[config.mk]
export PLATFORM = sky130hd
export DESIGN_NAME = async_fifo_wr_ctrl
export DESIGN_NICKNAME = d
export VERILOG_FILES = /design/src/rtl/async_fifo_wr_ctrl.sv
export SDC_FILE = /design/constraint.sdc
export NUM_CORES = 1
export LEC_CHECK = 0
export CORE_MARGIN = 5
export CORE_UTILIZATION = 42
export DETAILED_ROUTE_END_ITERATION = 7
export GPL_TIMING_DRIVEN = 0
export PLACE_DENSITY = 0.76
export SLEW_MARGIN = 25
export SYNTH_ARGS = -nofsm -noshare
export SYNTH_HDL_FRONTEND = slang
export SYNTH_SLANG_ARGS = --single-unit
[constraint.sdc]
create_clock -name CLK -period 2.4 [get_ports CLK]
set_input_delay 0.48 -clock CLK [delete_from_list [all_inputs] [get_ports CLK]]
set_output_delay 0.48 -clock CLK [all_outputs]
set_load 0.02 [all_outputs]
[src/rtl/async_fifo_wr_ctrl.sv]
// Write-side pointer/flag controller of the async FIFO, clocked entirely on CLK.
// Optional almost-full output W_AFULL is built when ALMOST_FULL_EN is defined.
module async_fifo_wr_ctrl #(
    parameter int ADDR_WD  = 3,
    parameter int AF_LEVEL = 6
) (
    input  logic               CLK,
    input  logic               RST,
    input  logic               W_INC,
    input  logic [ADDR_WD:0]   WQ2_RPTR,
    input  logic               W_OVF_CLR,
    output logic               W_EN,
    output logic [ADDR_WD-1:0] W_ADDR,
    output logic [ADDR_WD:0]   W_PTR,
    output logic               W_FULL,
    output logic [ADDR_WD:0]   W_LEVEL,
`ifdef ALMOST_FULL_EN
    output logic               W_AFULL,
`endif
    output logic               W_OVF
);

    logic [ADDR_WD:0] wbin_q, wbin_d;
    logic [ADDR_WD:0] wptr_q, wptr_d;
    logic [ADDR_WD:0] level_q, level_d;
    logic [ADDR_WD:0] rbin;
    logic             full_q, full_d;
    logic             ovf_q, ovf_d;
    logic             w_en;

    always_comb begin
        w_en   = W_INC & ~full_q;
        wbin_d = wbin_q + {{ADDR_WD{1'b0}}, w_en};
        wptr_d = wbin_d ^ (wbin_d >> 1);
        // Full when the next write pointer laps the read pointer: top two Gray bits differ.
        full_d = (wptr_d == {~WQ2_RPTR[ADDR_WD:ADDR_WD-1], WQ2_RPTR[ADDR_WD-2:0]});
        rbin          = '0;
        rbin[ADDR_WD] = WQ2_RPTR[ADDR_WD];
        for (int i = ADDR_WD - 1; i >= 0; i--) begin
            rbin[i] = rbin[i+1] ^ WQ2_RPTR[i];
        end
        level_d = wbin_d - rbin;
        // A same-cycle overflow beats the clear.
        ovf_d   = (W_INC & full_q) | (ovf_q & ~W_OVF_CLR);
    end

    always_ff @(posedge CLK or negedge RST) begin
        if (!RST) begin
            wbin_q  <= '0;
            wptr_q  <= '0;
            full_q  <= 1'b0;
            level_q <= '0;
            ovf_q   <= 1'b0;
        end else begin
            wbin_q  <= wbin_d;
            wptr_q  <= wptr_d;
            full_q  <= full_d;
            level_q <= level_d;
            ovf_q   <= ovf_d;
        end
    end

`ifdef ALMOST_FULL_EN
    localparam logic [ADDR_WD:0] AF_TH = (ADDR_WD+1)'(AF_LEVEL);
    logic afull_q, afull_d;

    always_comb begin
        afull_d = (level_d >= AF_TH);
    end

    always_ff @(posedge CLK or negedge RST) begin
        if (!RST) afull_q <= 1'b0;
        else      afull_q <= afull_d;
    end

    assign W_AFULL = afull_q;
`endif

    assign W_EN    = w_en;
    assign W_ADDR  = wbin_q[ADDR_WD-1:0];
    assign W_PTR   = wptr_q;
    assign W_FULL  = full_q;
    assign W_LEVEL = level_q;
    assign W_OVF   = ovf_q;

endmodule

Word level (Yosys, flattened, before mapping)
Index checks and enable logic that the tools add are counted.

storage, ports and cells
  bits in registers = 14
  output and inout bits = 14
  logic and storage cells = 19

cells by class
  add/sub/neg operators = 2
  equal/unequal tests = 1
  bitwise logic cells = 11

operators by type and width
  kind                                          count
  4-bit by 1-bit adder with 4-bit output        1
  4-bit equality test                           1
  4-bit subtractor                              1
  4-bit by 3-bit bitwise XOR with 4-bit output  1
  1-bit AND                                     3
  1-bit bitwise XOR                             3
  1-bit inverter                                2
  2-bit inverter                                1
  1-bit bitwise OR                              1

Depth between registers and ports, before layout
  word-level depth = 5
  gate-level depth with buffers = 8
  mapped depth without buffers = 8

Worst setup path after synthesis
No wires, ideal clock.

  kind = input to register
  start point = input port W_INC
  end point = register level_q[3] (netlist: W_LEVEL[3])
  library setup time = 0.128 ns
  arrival = 2.202 ns
  path slack = 0.070 ns
  stages = 7
  buffers on the path = 0
  path through = nor2b_1 ha_1 ha_1 ha_1 a21oi_1 maj3_2 xnor2_1

on the way
  word-level cells in the longest chain between the ends = 3

RTL lines
  element                                 line  text
  start: declaration                      9     input logic W_INC,
  1-bit AND                               32    w_en = W_INC & ~full_q;
  4-bit by 1-bit adder with 4-bit output  33    wbin_d = wbin_q + {{ADDR_WD{1'b0}}, w_en};
  via wbin_d[1]                           23    logic [ADDR_WD:0] wbin_q, wbin_d;
  4-bit subtractor                        42    level_d = wbin_d - rbin;
  via level_d[3]                          25    logic [ADDR_WD:0] level_q, level_d;
  end signal: assignment                  58    level_q <= level_d;
  end: declaration                        25

The timed path passes the listed nets, and every way through them passes these cells.

Worst setup path in the final report
Ends and elaborated chain as after synthesis.

==> impl_metrics.ini <==
[synthesis]
synth_top_area_share_pct = 52.4
synth_cell_type_count = 14
synth_top_cell_by_area = dfrtp_1
synth_fp_nets = 62
avgSynthCellArea_um2 = 12.7
synthTopCellsByArea = dfrtp_1 (52%), xnor2_1 (11%), xor2_1 (11%)
ys_seq_elements = 13
ys_warn_count = 0
seq_area_frac_synth_pct = 52.4
netlist_instances = 49
synth.cell_area_um2 = 621

[global_route]
grt_pass1_wl_mm = 2.03
track_usage_pct = 11.2
grt_pass1_vias = 450
grt_overflow = 0
grt_start_max_net_pins = 14
antenna_found_initial = 0

[placed_design]
dp_hpwl_um = 892
placed_cell_area_um2 = 850
routabilityCongestion = 0.737
port-buffer-count = 21

[timing]
skew_ns = 0.00424
worstMarginPinSlew_ns = 0.562
setup_viol = 0
fin_crit_sh_pct = 96.7
max_slew_margin_pct = 62.4
hold_viol_final = 0
drv_slew = 0
fin_crit_ns = 2.32
clock.fmax_mhz = 431

[setup_path]
reg2reg_from = W_FULL$_DFF_PN0_
cp.arrival_ns = 2.48
crit_path_end_kind = flop
setup.worst_path.start_class = input port
required_ns = 2.56
r2r_slack_ns = 0.38
crit_end = W_LEVEL[3]$_DFF_PN0_
r2r_end = W_LEVEL[3]$_DFF_PN0_
worstSetupPathType = input port to flop
critPathMaxFanout = 5
timing.critical_path.from = W_INC
r2r_cells = 7

[power_and_ir_drop]
powerDensity_nw_per_um2 = 1520
p_leak_nw = 0.390
power_frac_clock_pct = 9.8
p_seq_share_pct = 28.1
p_sw_share_pct = 41.4
power.total_w = 0.00138
power_frac_comb_pct = 62.1
intPower_w = 0.000808
ir_worst_vdd_v = 0.000927
p_switching_w = 0.000570

[job]
max_cap_violations = 0

[floorplanning]
die_y_um = 48.4
start_util_pct = 46.0
ioPinCount = 22
dieArea_um2 = 2350
die_w_um = 48.4
core_um2 = 1350
rows = 13

[cells_and_area]
nFillCells = 120
drive_above_1_share_pct = 16.2
syn_to_final_growth_pct = 46.0
final_cell_mix = clkdlybuf4s50_1 (21), dfrtp_1 (13), xnor2_1 (7), xor2_1 (7), inv_1 (5)
final_nets = 88
stdcell_area_um2 = 906
diodes = 0
final_common_cell = clkdlybuf4s50_1

[route]
dr_total_vias = 408
drt-total-wl_mm = 1.13
dr.pass1.iters = 4
wire_per_inst_um = 12.7
vias_per_cell = 4.58
drc = 0
final_antenna_net_count = 0
drt_iter0_markers = 1

[clock_network]
cts_sinks = 13
clk_latency_ns = 0.28
clk_pin_slew_worst_paths_ns = 0.08
cts_tree = done
cts_hold_buf = 0
root_buffer = clkbuf_4
postCtsSetupBuffers = 0
clk_path_buf_depth = 2
cts_resized = 0
numCtsBuffers = 3
htreeDepth = 1

[worst_hold_path]
hp-class = flop to flop

[run_status]
status = complete, no violations
==> synth_stat cells (all sizes together) <==
master / count
fa: 1
a21oi: 1
maj3: 1
inv: 5
xnor2: 8
ha: 4
nand2: 3
xor2: 9
dfrtp: 13
nand3: 1
o21ai: 1
nor4: 1
nor2b: 1
==> registers in the layout, summed over array words and instances (netlist names) <==
name     cells
wbin_q       4
W_FULL       1
W_LEVEL      4
W_PTR        3
W_OVF        1
==> through the flow <==
step / utilization, % / setup TNS, ns / instances / worst slack, ns / hold slack (ns)
CTS: 65.0 / 0 / 89 / 0.0231 / 0.551
floorplan: - / 0 / 49 / 0.0700 / 0.184
global route: 67.1 / -0.0178 / 89 / -0.0178 / 0.574
finish: 67.1 / 0 / 89 / 0.0782 / 0.546
detailed placement: 62.9 / -0.820 / 85 / -0.265 / 0.529
global placement: 62.9 / -0.906 / 85 / -0.285 / 0.505
==> layout make-up <==
| cell class | count | area [um2] | area share (%) |
|---|---|---|---|
| Clock buffer | 3 | 22.5 | 2.49 |
| Clock inverter | 1 | 5.00 | 0.552 |
| Inverter | 5 | 18.8 | 2.07 |
| Multi-Input combinational cell | 31 | 305 | 33.7 |
| Sequential cell | 13 | 325 | 35.9 |
| Tap cell | 15 | 18.8 | 2.07 |
| Timing Repair Buffer | 21 | 210 | 23.2 |
==> worst max-delay path, cell delays in order <==
cell and delay [ns]:
clkdlybuf4s50_1 0.48, nor2b_2 0.17, ha_2 0.22, ha_2 0.33, ha_1 0.30, a21oi_1 0.07, maj3_2 0.31, xnor2_1 0.12
==> power by group through the flow <==
stage / Combinational [W] / Clock [W] / Sequential (W)
floorplan: 0.000409 / 0 / 0.000516
global placement: 0.000821 / 0 / 0.000385
detailed placement: 0.000829 / 0 / 0.000391
CTS: 0.000833 / 0.000143 / 0.000387
global route: 0.000940 / 0.000149 / 0.000401
finish: 0.000856 / 0.000136 / 0.000387
==> kinds of logic (layout without fill, tap and decap cells) <==
group / Yosys count / after routing / share of synthesized area [%]
simple gates: 6 / 6 / 4.64
compound gates: 2 / 2 / 1.61
xor+xnor: 17 / 17 / 25.2
flops: 13 / 13 / 52.4
fa+ha+maj: 6 / 6 / 13.1
buf+inv: 5 / 30 / 3.02
==> worst min path at each step <==
stage,endpoint,cells past startpoint,slack (ns),startpoint
after floorplan,W_FULL$_DFF_PN0_,0,0.18,RST
after global placement,W_OVF$_DFF_PN0_,2,0.50,W_FULL$_DFF_PN0_
after detailed placement,W_OVF$_DFF_PN0_,2,0.53,W_FULL$_DFF_PN0_
after CTS,W_OVF$_DFF_PN0_,2,0.55,W_FULL$_DFF_PN0_
after global routing,W_OVF$_DFF_PN0_,2,0.57,W_OVF$_DFF_PN0_
final,W_OVF$_DFF_PN0_,2,0.55,W_OVF$_DFF_PN0_
==> routing by layer <==
metal | part of all wire [%] | global-route usage [%] | up-vias
li1 | - | - | 202
met1 | 46 | 13.2 | 184
met2 | 44 | 15.9 | 17
met3 | 6.4 | 3.67 | 5
met4 | 3.7 | 9.68 | 0
met5 | 0 | 0 | -
Note: power is estimated with default switching activity, not from simulation.
